### config.mk
export PLATFORM = sky130hd
export DESIGN_NAME = mtm_riscv_gpio_cond
export DESIGN_NICKNAME = d
export VERILOG_FILES = /design/src/rtl/mtm_riscv_gpio_cond.sv
export SDC_FILE = /design/constraint.sdc
export NUM_CORES = 1
export LEC_CHECK = 0
export ABC_AREA = 0
export BUFFER_PORTS_ARGS = -buffer_cell sky130_fd_sc_hd__buf_2
export CAP_MARGIN = 20
export CORE_MARGIN = 5
export CORE_UTILIZATION = 40
export CTS_CLUSTER_DIAMETER = 80
export CTS_CLUSTER_SIZE = 24
export DETAILED_ROUTE_END_ITERATION = 6
export PLACE_DENSITY_LB_ADDON = 0.1
export SYNTH_ARGS = -nofsm -noshare
export SYNTH_HDL_FRONTEND = slang
export SYNTH_SLANG_ARGS = --single-unit
### constraint.sdc
create_clock -name clk -period 2.85 [get_ports clk]
set_input_delay 0.57 -clock clk [delete_from_list [all_inputs] [get_ports clk]]
set_output_delay 0.57 -clock clk [all_outputs]
set_load 0.005 [all_outputs]
### src/rtl/mtm_riscv_gpio_cond.sv
// GPIO conditioning between pads and the core: debounced inputs with rise pulses,
// boot strap latching after reset, and registered outputs with an optional shared blink.
module mtm_riscv_gpio_cond #(
    parameter int N_IN       = 4,
    parameter int N_OUT      = 5,
    parameter int DEB_CYCLES = 16,
    parameter int STRAP_WAIT = 4,
    parameter int BLINK_W    = 24
) (
    input  logic             clk,
    input  logic             rst_n,
    input  logic [N_IN-1:0]  pad_in,
    input  logic [1:0]       strap_in,
    output logic [N_IN-1:0]  core_in,
    output logic [N_IN-1:0]  core_in_rise,
    output logic [1:0]       strap_out,
    output logic             strap_valid,
    input  logic [N_OUT-1:0] core_out,
    input  logic [N_OUT-1:0] blink_en,
    output logic [N_OUT-1:0] pad_out
);

    localparam int DW = $clog2(DEB_CYCLES + 1);
    localparam int WW = $clog2(STRAP_WAIT + 1);
    localparam logic [DW-1:0] DEB_LAST  = DW'(DEB_CYCLES - 1);
    localparam logic [WW-1:0] WAIT_LAST = WW'(STRAP_WAIT - 1);

    typedef enum logic [1:0] {
        S_WAIT  = 2'd0,
        S_LATCH = 2'd1,
        S_DONE  = 2'd2
    } strap_state_t;

    logic [N_IN-1:0]    pad_s1;
    logic [N_IN-1:0]    pad_s2;
    logic [1:0]         strap_s1;
    logic [1:0]         strap_s2;
    logic [DW-1:0]      deb_cnt [N_IN];
    strap_state_t       state_q;
    strap_state_t       state_d;
    logic [WW-1:0]      wait_cnt_q;
    logic [WW-1:0]      wait_cnt_d;
    logic               latch_en;
    logic [BLINK_W-1:0] prescaler;
    logic               phase;

    always_ff @(posedge clk or negedge rst_n) begin
        if (!rst_n) begin
            pad_s1   <= '0;
            pad_s2   <= '0;
            strap_s1 <= '0;
            strap_s2 <= '0;
        end else begin
            pad_s1   <= pad_in;
            pad_s2   <= pad_s1;
            strap_s1 <= strap_in;
            strap_s2 <= strap_s1;
        end
    end

    // A channel flips only after DEB_CYCLES consecutive cycles of disagreement;
    // any agreeing cycle throws the partial count away.
    always_ff @(posedge clk or negedge rst_n) begin
        if (!rst_n) begin
            for (int i = 0; i < N_IN; i++) begin
                deb_cnt[i] <= '0;
            end
            core_in      <= '0;
            core_in_rise <= '0;
        end else begin
            for (int i = 0; i < N_IN; i++) begin
                core_in_rise[i] <= 1'b0;
                if (pad_s2[i] == core_in[i]) begin
                    deb_cnt[i] <= '0;
                end else if (deb_cnt[i] == DEB_LAST) begin
                    deb_cnt[i]      <= '0;
                    core_in[i]      <= pad_s2[i];
                    core_in_rise[i] <= pad_s2[i];
                end else begin
                    deb_cnt[i] <= deb_cnt[i] + DW'(1);
                end
            end
        end
    end

    always_ff @(posedge clk or negedge rst_n) begin
        if (!rst_n) begin
            state_q    <= S_WAIT;
            wait_cnt_q <= '0;
        end else begin
            state_q    <= state_d;
            wait_cnt_q <= wait_cnt_d;
        end
    end

    always_comb begin
        state_d    = state_q;
        wait_cnt_d = wait_cnt_q;
        latch_en   = 1'b0;
        case (state_q)
            S_WAIT: begin
                if (wait_cnt_q == WAIT_LAST) begin
                    wait_cnt_d = '0;
                    state_d    = S_LATCH;
                end else begin
                    wait_cnt_d = wait_cnt_q + WW'(1);
                end
            end
            S_LATCH: begin
                latch_en = 1'b1;
                state_d  = S_DONE;
            end
            S_DONE: begin
                state_d = S_DONE;
            end
            default: begin
                state_d    = S_WAIT;
                wait_cnt_d = '0;
            end
        endcase
    end

    // Straps are captured once; later pad activity has no path to strap_out.
    always_ff @(posedge clk or negedge rst_n) begin
        if (!rst_n) begin
            strap_out   <= '0;
            strap_valid <= 1'b0;
        end else if (latch_en) begin
            strap_out   <= strap_s2;
            strap_valid <= 1'b1;
        end
    end

    always_ff @(posedge clk or negedge rst_n) begin
        if (!rst_n) begin
            prescaler <= '0;
        end else begin
            prescaler <= prescaler + BLINK_W'(1);
        end
    end

    assign phase = prescaler[BLINK_W-1];

    // Outputs stay dark until the straps are known, so the core boots before driving pads.
    always_ff @(posedge clk or negedge rst_n) begin
        if (!rst_n) begin
            pad_out <= '0;
        end else if (!strap_valid) begin
            pad_out <= '0;
        end else begin
            pad_out <= core_out & (~blink_en | {N_OUT{phase}});
        end
    end

endmodule

== Word level (Yosys, flattened, before mapping) ==
Cells that the tools add are included.

* Input port bits: 18
* Output and inout port bits: 16
* Logic and storage cells: 72
* Bits in registers: 77

* $add $sub $neg: 6
* Reductions and logical operators: 6
* Bitwise operators: 7
* Muxes and demuxes: 22
* Equality and inequality tests: 12

{| class="wikitable"
|+ Operators with widths
! cell !! count
|-
| $mux W5 || 9
|-
| $add A24 B1 Y24 const B || 1
|-
| $add A5 B1 Y5 const B || 4
|-
| $eq A5 B4 Y1 const B || 4
|-
| $mux W1 || 9
|-
| $reduce_and A2 Y1 || 4
|-
| $pmux W3 S2 || 1
|-
| $and A5 B5 Y5 || 1
|-
| $not A5 Y5 || 1
|-
| $or A5 B5 Y5 || 1
|-
| $eq A1 B1 Y1 || 4
|-
| $not A1 Y1 || 4
|-
| $pmux W2 S2 || 1
|-
| $add A3 B1 Y3 const B || 1
|-
| $eq A3 B2 Y1 const B || 1
|-
| $mux W3 || 1
|-
| $eq A2 B1 Y1 const B || 1
|-
| $eq A2 B2 Y1 const B || 1
|-
| $logic_not A2 Y1 || 1
|-
| $mux W2 || 1
|-
| $ne A2 B2 Y1 const B || 1
|-
| $reduce_or A2 Y1 || 1
|}

== Depth between registers and ports, before layout ==
Gate-level depths: netlist of the first run.

* Depth in word-level cells: 4
* Mapped depth: 5
* Mapped depth without buffers: 5

== Worst setup path before layout of the first run ==
OpenSTA, ideal clock, no wires.

* Kind: flip-flop to flip-flop
* Start: register prescaler[0]
* End: register prescaler[20]
* Stages on the path, launching flop included: 6
* Clock period less this slack: 1.433 ns
* Buffers on the path: 0
* Setup slack: 1.417 ns
* Required time: 2.727 ns
* Arrival: 1.310 ns
* Library setup time: 0.123 ns
* Cell sequence: dfrtp_1 ha_1 nand4_1 nor4_4 nand4_1 xnor2_1

* Longest elaborated chain between the ends: 1

{| class="wikitable"
|+ RTL lines
! item !! RTL line !! RTL
|-
| from (decl) || 44 || <nowiki>logic [BLINK_W-1:0] prescaler;</nowiki>
|-
| from (signal assigned) || 138 || <nowiki>prescaler <= prescaler + BLINK_W'(1);</nowiki>
|-
| $add A24 B1 Y24 || 138 ||
|}

No other way between the ends.
A chain may end at the register's enable or synchronous reset.

== Worst setup path after layout of the first run ==
Ends and elaborated chain as after synthesis.

==> results.ini, run 1 <==
[floorplan]
chipHeight_um = 97.1
die_w_um = 97.1
core_mm2 = 0.00733
ioPinCount = 34
dieArea_mm2 = 0.00942
rows = 31
start_util_pct = 41.4

[finish]
diodes = 0
final_nets = 312
fillers = 678
area_growth_pct = 17.0
multi_input_area_mm2 = 0.00107
layout-drive-gt1-share_pct = 21.0
area.sequential_mm2 = 0.00193

[drt]
wl_um = 4730
dr.pass1.iters = 4
drt_iter0_drc = 50
wl_per_cell_um = 12.1
via_per_inst = 4.74
antenna_left = 0
drc = 0
vias = 1849

[pwr]
p_int_mw = 1.67
power_leakage_nw = 1.71
swShare_pct = 21.3
peakVddDrop_mv = 0.338
power_mw = 2.12
p_per_area_mw_per_mm2 = 597
seqPwrFrac_pct = 53.7
pwr-share-comb_pct = 3.6
clockPowerShare_pct = 42.7
switching_power_mw = 0.451

[timing]
drv_slew = 0
min_period_ps = 1570
clock_skew_ps = 6.98
max_freq_mhz = 635
period_share_pct = 55.2
relSlewSlack_pct = 36.9
fin_setup_tns_ps = 0
setup-violations-final = 0
worst_slew_pin_slew_ps = 947
finalHoldViolations = 0
grt_setup_unrepaired = no

[setup_path]
crit_path_start_kind = flip-flop
r2r-end = prescaler[20]$_DFF_PN0_
rrSetupSlack_ps = 1280
cp-end-kind = flip-flop
rr_startpoint = prescaler[0]$_DFF_PN0_
crit_type = reg2reg
worstPathMaxFanout = 4
reg2regPathDepth = 5
required_ps = 3080
crit_arrival_ps = 1800

[logic_synthesis]
syn-instance-count = 242
yosysTopAreaCell = dfrtp_1
synth_top_area_share_pct = 63.6
yosys.cell_types.count = 28
synth_edf_count = 0
yosys_warnings = 0
async_flop_share_pct = 100
yosys_register_bits = 77
syn_area_per_cell_um2 = 12.5
ys_seq_area_share_pct = 63.6
synth_area_leaders = dfrtp_1 (64%), xnor2_1 (6.1%), ha_1 (3.3%)
synth_ff_type = dfrtp_1
syn_area_mm2 = 0.00303
synth_nets = 268

[grt]
grt_max_degree = 78
grt.total_usage_pct = 11.4
grt_antenna_before_repair = 0
first_global_vias = 1928
grt_first_pass_wirelength_um = 8800
overflow = 0

[clock_tree]
clk_pin_slew_ps = 80
htreeDepth = 3
post-cts-setup-buffers = 0
cts_root_buf = clkbuf_8
clk_latency_ps = 340
cts_hold_buf = 0
clock-sinks = 77
post_cts_resized = 0
cts_tree = built
cts_buffer_depth = 2
cts_buffers = 9

[outcome]
outcome = finished clean

[placed_design]
hpwl_um = 3140
port_buffers = 33
place_congestion = 0.716

[hold_path]
min_path_cells = 1
hold_path.startpoint = strap_in[0]
min_to = strap_s1[0]$_DFF_PN0_
holdCritPathClass = in2reg

[flow_run]
maxCapViolations = 0

[cell usage in the layout, fill, tap and decap left out, types with 9 or more instances in the layout]
cell      synthesis  final
nand3_1          15     15
nand2_1          22     22
xnor2_1          21     21
buf_2             0     32
clkbuf_8          0     10
dfrtp_1          77     77
xor2_1           10     10
a21oi_1          11     11
nor2_1           15     15
inv_1             9      9
[through the flow]
stage | hold WS [ps] | util (%) | instances | setup WS (ps) | area [um^2]
6_report | 328 | 48.4 | 390 | 1280 | 3550
5_1_grt | 297 | 48.4 | 390 | 1120 | 3550
4_1_cts | 302 | 48.4 | 390 | 1260 | 3550
3_5_place_dp | 335 | 45.3 | 374 | 1270 | 3320
3_3_place_gp | 333 | 45.3 | 374 | 1300 | 3320
2_1_floorplan | 274 | - | 242 | 1420 | 3030
[registers in the layout (all words and copies together) (netlist names), 3 cells and up]
| name | flops |
|---|---|
| deb_cnt | 20 |
| pad_s2 | 4 |
| prescaler | 24 |
| pad_out | 5 |
| wait_cnt_q | 3 |
| core_in | 4 |
| pad_s1 | 4 |
| core_in_rise | 4 |
[cell type report]
class / instances / share of cell area (%)
Multi-Input combinational cell: 156 / 30.2
Sequential cell: 77 / 54.3
Tap cell: 99 / 3.49
Clock buffer: 10 / 3.88
Clock inverter: 6 / 2.43
Inverter: 9 / 0.952
Timing Repair Buffer: 33 / 4.73
[routing by layer]
layer  up-vias  part of all wire (%)  track usage [%]
met3         6                   4.7             4.74
met1       910                    48             13.2
met2        22                    46             18.8
met4         0                   1.4             4.54
li1        911                     -                -
met5         -                     0                0
[cells by family (layout without fill, tap and decap cells)]
family          count (synthesis)  in the layout  synth area share, %
simple gates                   91             91                 17.3
flops                          77             77                 63.6
xor+xnor                       31             31                 8.96
compound gates                 20             20                 3.55
buf+inv                         9             58                 1.11
fa+ha+maj                       8              8                 3.30
mux                             6              6                 2.23
[synth_stat cells (all sizes together), types with 3 or more instances]
library cell / number
inv: 9
xor2: 10
nand2: 22
nor2b: 7
nand3: 17
nor3b: 6
a21oi: 11
o21ai: 6
and3: 3
dfrtp: 77
mux2: 6
nand4b: 3
nor2: 16
nor4: 3
xnor2: 21
nand4: 7
ha: 8
nor3: 3
[power by group through the flow]
stage               combinational (mW)  clock (mW)  sequential [mW]
finish                          0.0763       0.903             1.14
CTS                             0.0794       0.945             1.14
global placement                0.0785           0             1.16
floorplan                       0.0340           0             1.16
global route                    0.0902       0.992             1.14
detailed placement              0.0791           0             1.16
[worst max-delay path by stage]
stage               slack, ps  cells past startpoint                   start                       to
global route             1120                      5  prescaler[0]$_DFF_PN0_  prescaler[20]$_DFF_PN0_
floorplan                1420                      5  prescaler[0]$_DFF_PN0_  prescaler[20]$_DFF_PN0_
global placement         1300                      5  prescaler[0]$_DFF_PN0_  prescaler[20]$_DFF_PN0_
CTS                      1260                      5  prescaler[0]$_DFF_PN0_  prescaler[20]$_DFF_PN0_
finish                   1280                      5  prescaler[0]$_DFF_PN0_  prescaler[20]$_DFF_PN0_
detailed placement       1270                      5  prescaler[0]$_DFF_PN0_  prescaler[20]$_DFF_PN0_
[critical path, cell delays in order (launching register included)]
cell,delay (ps)
dfrtp_1,370
ha_1,210
nand4_1,250
nor4_4,350
nand4_1,150
xnor2_1,140
Power figures use the tool's default switching activity.
==> run 2, diff against run 1 <==
ABC_AREA = 1   (was 0)
clock period = 1.6 ns   (was 2.85 ns; I/O delays follow)
==> results.ini, run 2 <==
[placed_design]
preCtsSetupSlack_ps = 272
place_congestion = 0.719
port_buffers = 33
hpwl_um = 3820
placed_area_mm2 = 0.00350

[clock_tree]
cts_tree = built
clk_pin_slew_ps = 80
cts_buffer_depth = 2
clock-sinks = 77
htreeDepth = 3
cts_buffers = 9
clk_latency_ps = 340
cts_root_buf = clkbuf_8
post-cts-setup-buffers = 0

[logic_synthesis]
synth_edf_count = 0
syn-instance-count = 317
yosys_register_bits = 77
yosysTopAreaCell = dfrtp_1
synth_top_area_share_pct = 60.5
ys_seq_area_share_pct = 60.5
yosys_warnings = 0
synth_nets = 343
synth_ff_type = dfrtp_1
synth_area_leaders = dfrtp_1 (60%), nand2_1 (9.1%), nor2_1 (4.9%)
ys_top_cells_by_count = dfrtp_1 (77), nand2_1 (77), nor2_1 (42), inv_1 (29), xor2_1 (12)
syn_area_mm2 = 0.00319
async_flop_share_pct = 100
yosys.cell_types.count = 24
syn_area_per_cell_um2 = 10.1

[finish]
post-route-util_pct = 48.5
layout_common_cells = nand2_1 (77), dfrtp_1 (77), nor2_1 (42)
largest_reg_flops = 24
final_nets = 389
reg_top3 = prescaler x24, deb_cnt x20, pad_out x5
diodes = 0
area_growth_pct = 17.7
regMostFlops = prescaler
layout-drive-gt1-share_pct = 18.5
final_area_mm2 = 0.00375

[timing]
drv_slew = 0
fin_setup_tns_ps = 0
fin_ws_ps = 273
finalHoldViolations = 0
relSlewSlack_pct = 72.1
clock_skew_ps = 6.85
grt_setup_unrepaired = no
max_freq_mhz = 753
period_share_pct = 83.0
min_period_ps = 1330
worst_slew_pin_slew_ps = 415
setup-violations-final = 0

[setup_path]
cpPeakStageDelay_ps = 370
reg2regPathDepth = 8
crit_arrival_ps = 1560
crit_path_top_delay_cell = dfrtp_1
crit_path_cell_trace = ha_1 -> nand2_2 -> nor2_4 -> nand2_2 -> nor2_4 -> nand2_1 -> nand2_1 -> nand2_1
crit_path_frequent_cell = nand2_1
crit_path_start_kind = flip-flop
worstPathMaxFanout = 3
required_ps = 1840
cp-end-kind = flip-flop
crit_type = reg2reg

[grt]
grt.total_usage_pct = 12.2
grt_max_degree = 51
grt_antenna_before_repair = 0
grt_first_pass_wirelength_um = 9580
first_global_vias = 2199
overflow = 0

[drt]
wl_per_cell_um = 11.1
wl_um = 5230
dr.pass1.iters = 4
vias = 2137
drt_iter0_drc = 44
drc = 0
via_per_inst = 4.55
antenna_left = 0

[floorplan]
start_util_pct = 41.2
die_w_um = 99.3
rows = 32
core_mm2 = 0.00773
ioPinCount = 34
dieArea_mm2 = 0.00985
chipHeight_um = 99.3

[pwr]
p_per_area_mw_per_mm2 = 1040
peakVddDrop_mv = 0.463
power_mw = 3.89
power_leakage_nw = 1.85

[outcome]
outcome = finished clean

[flow_run]
maxCapViolations = 0

[hold_path]
min_path_cells = 1
holdCritPathClass = in2reg

-- run 2: area by class of cell --
cell class,count,area (um^2)
Clock inverter,6,111
Timing Repair Buffer,35,198
Tap cell,102,128
Multi-Input combinational cell,210,1150
Fill cell,738,3980
Inverter,30,113
Clock buffer,10,128
Sequential cell,77,1930
-- run 2: final timing paths --
| path | startpoint | end | slack (ps) |
|---|---|---|---|
| worst max-delay path | prescaler[1]$_DFF_PN0_ | prescaler[22]$_DFF_PN0_ | 270 |
| worst min-delay path | strap_in[0] | strap_s1[0]$_DFF_PN0_ | 80 |
| worst max register to register | prescaler[1]$_DFF_PN0_ | prescaler[22]$_DFF_PN0_ | 270 |
| worst min register to register | pad_s1[3]$_DFF_PN0_ | pad_s2[3]$_DFF_PN0_ | 350 |
| max in group asynchronous | rst_n | prescaler[6]$_DFF_PN0_ | 590 |
| min in group asynchronous | rst_n | core_in[3]$_DFFE_PN0P_ | 430 |
-- run 2: metal layers --
| metal | wire length (um) | vias to the layer above | share of wire [%] | global-route usage (%) |
|---|---|---|---|---|
| met3 | 243 | 4 | 4.6 | 3.72 |
| met2 | 2560 | 32 | 49 | 19.8 |
| met1 | 2360 | 1020 | 45 | 14.9 |
| met5 | 0 | - | 0 | 0 |
| li1 | - | 1081 | - | - |
| met4 | 63 | 0 | 1.2 | 5.36 |
-- run 2: cell families (layout without fill, tap and decap cells) --
kind of cell | after synthesis | count (layout) | synth area share [%]
buffers and inverters | 30 | 81 | 3.53
adder cells (fa/ha/maj) | 8 | 8 | 3.14
AO/OA/AOI/OAI | 15 | 15 | 2.36
AND/OR/NAND/NOR | 165 | 165 | 24.5
XOR/XNOR | 22 | 22 | 6.05
flip-flops | 77 | 77 | 60.5
-- run 2: repair_timing --
item / 4_1_cts / 5_1_grt
hold buffers: 1 / 0
endpoints found under the hold margin: 27 / 0
gates resized for setup: 0 / 0
-- run 2: where the power goes --
part / switching [mW] / internal, mW
logic: 0.0798 / 0.0573
clock network: 0.701 / 1.04
registers: 0.0249 / 1.99
-- run 2: metrics by stage --
stage / instances / hold WS [ps]
after floorplan: 317 / 24.4
after detailed placement: 453 / 266
final: 470 / 77.2
after CTS: 470 / 56.3
after global placement: 453 / 265
after global routing: 470 / 52.3
-- run 2: worst max-delay path: cells and delay by family (launching register included) --
family | cells | cell delay (ps)
DFF | 1 | 370
and+or+nand+nor | 7 | 650
adders and majority gates | 1 | 200
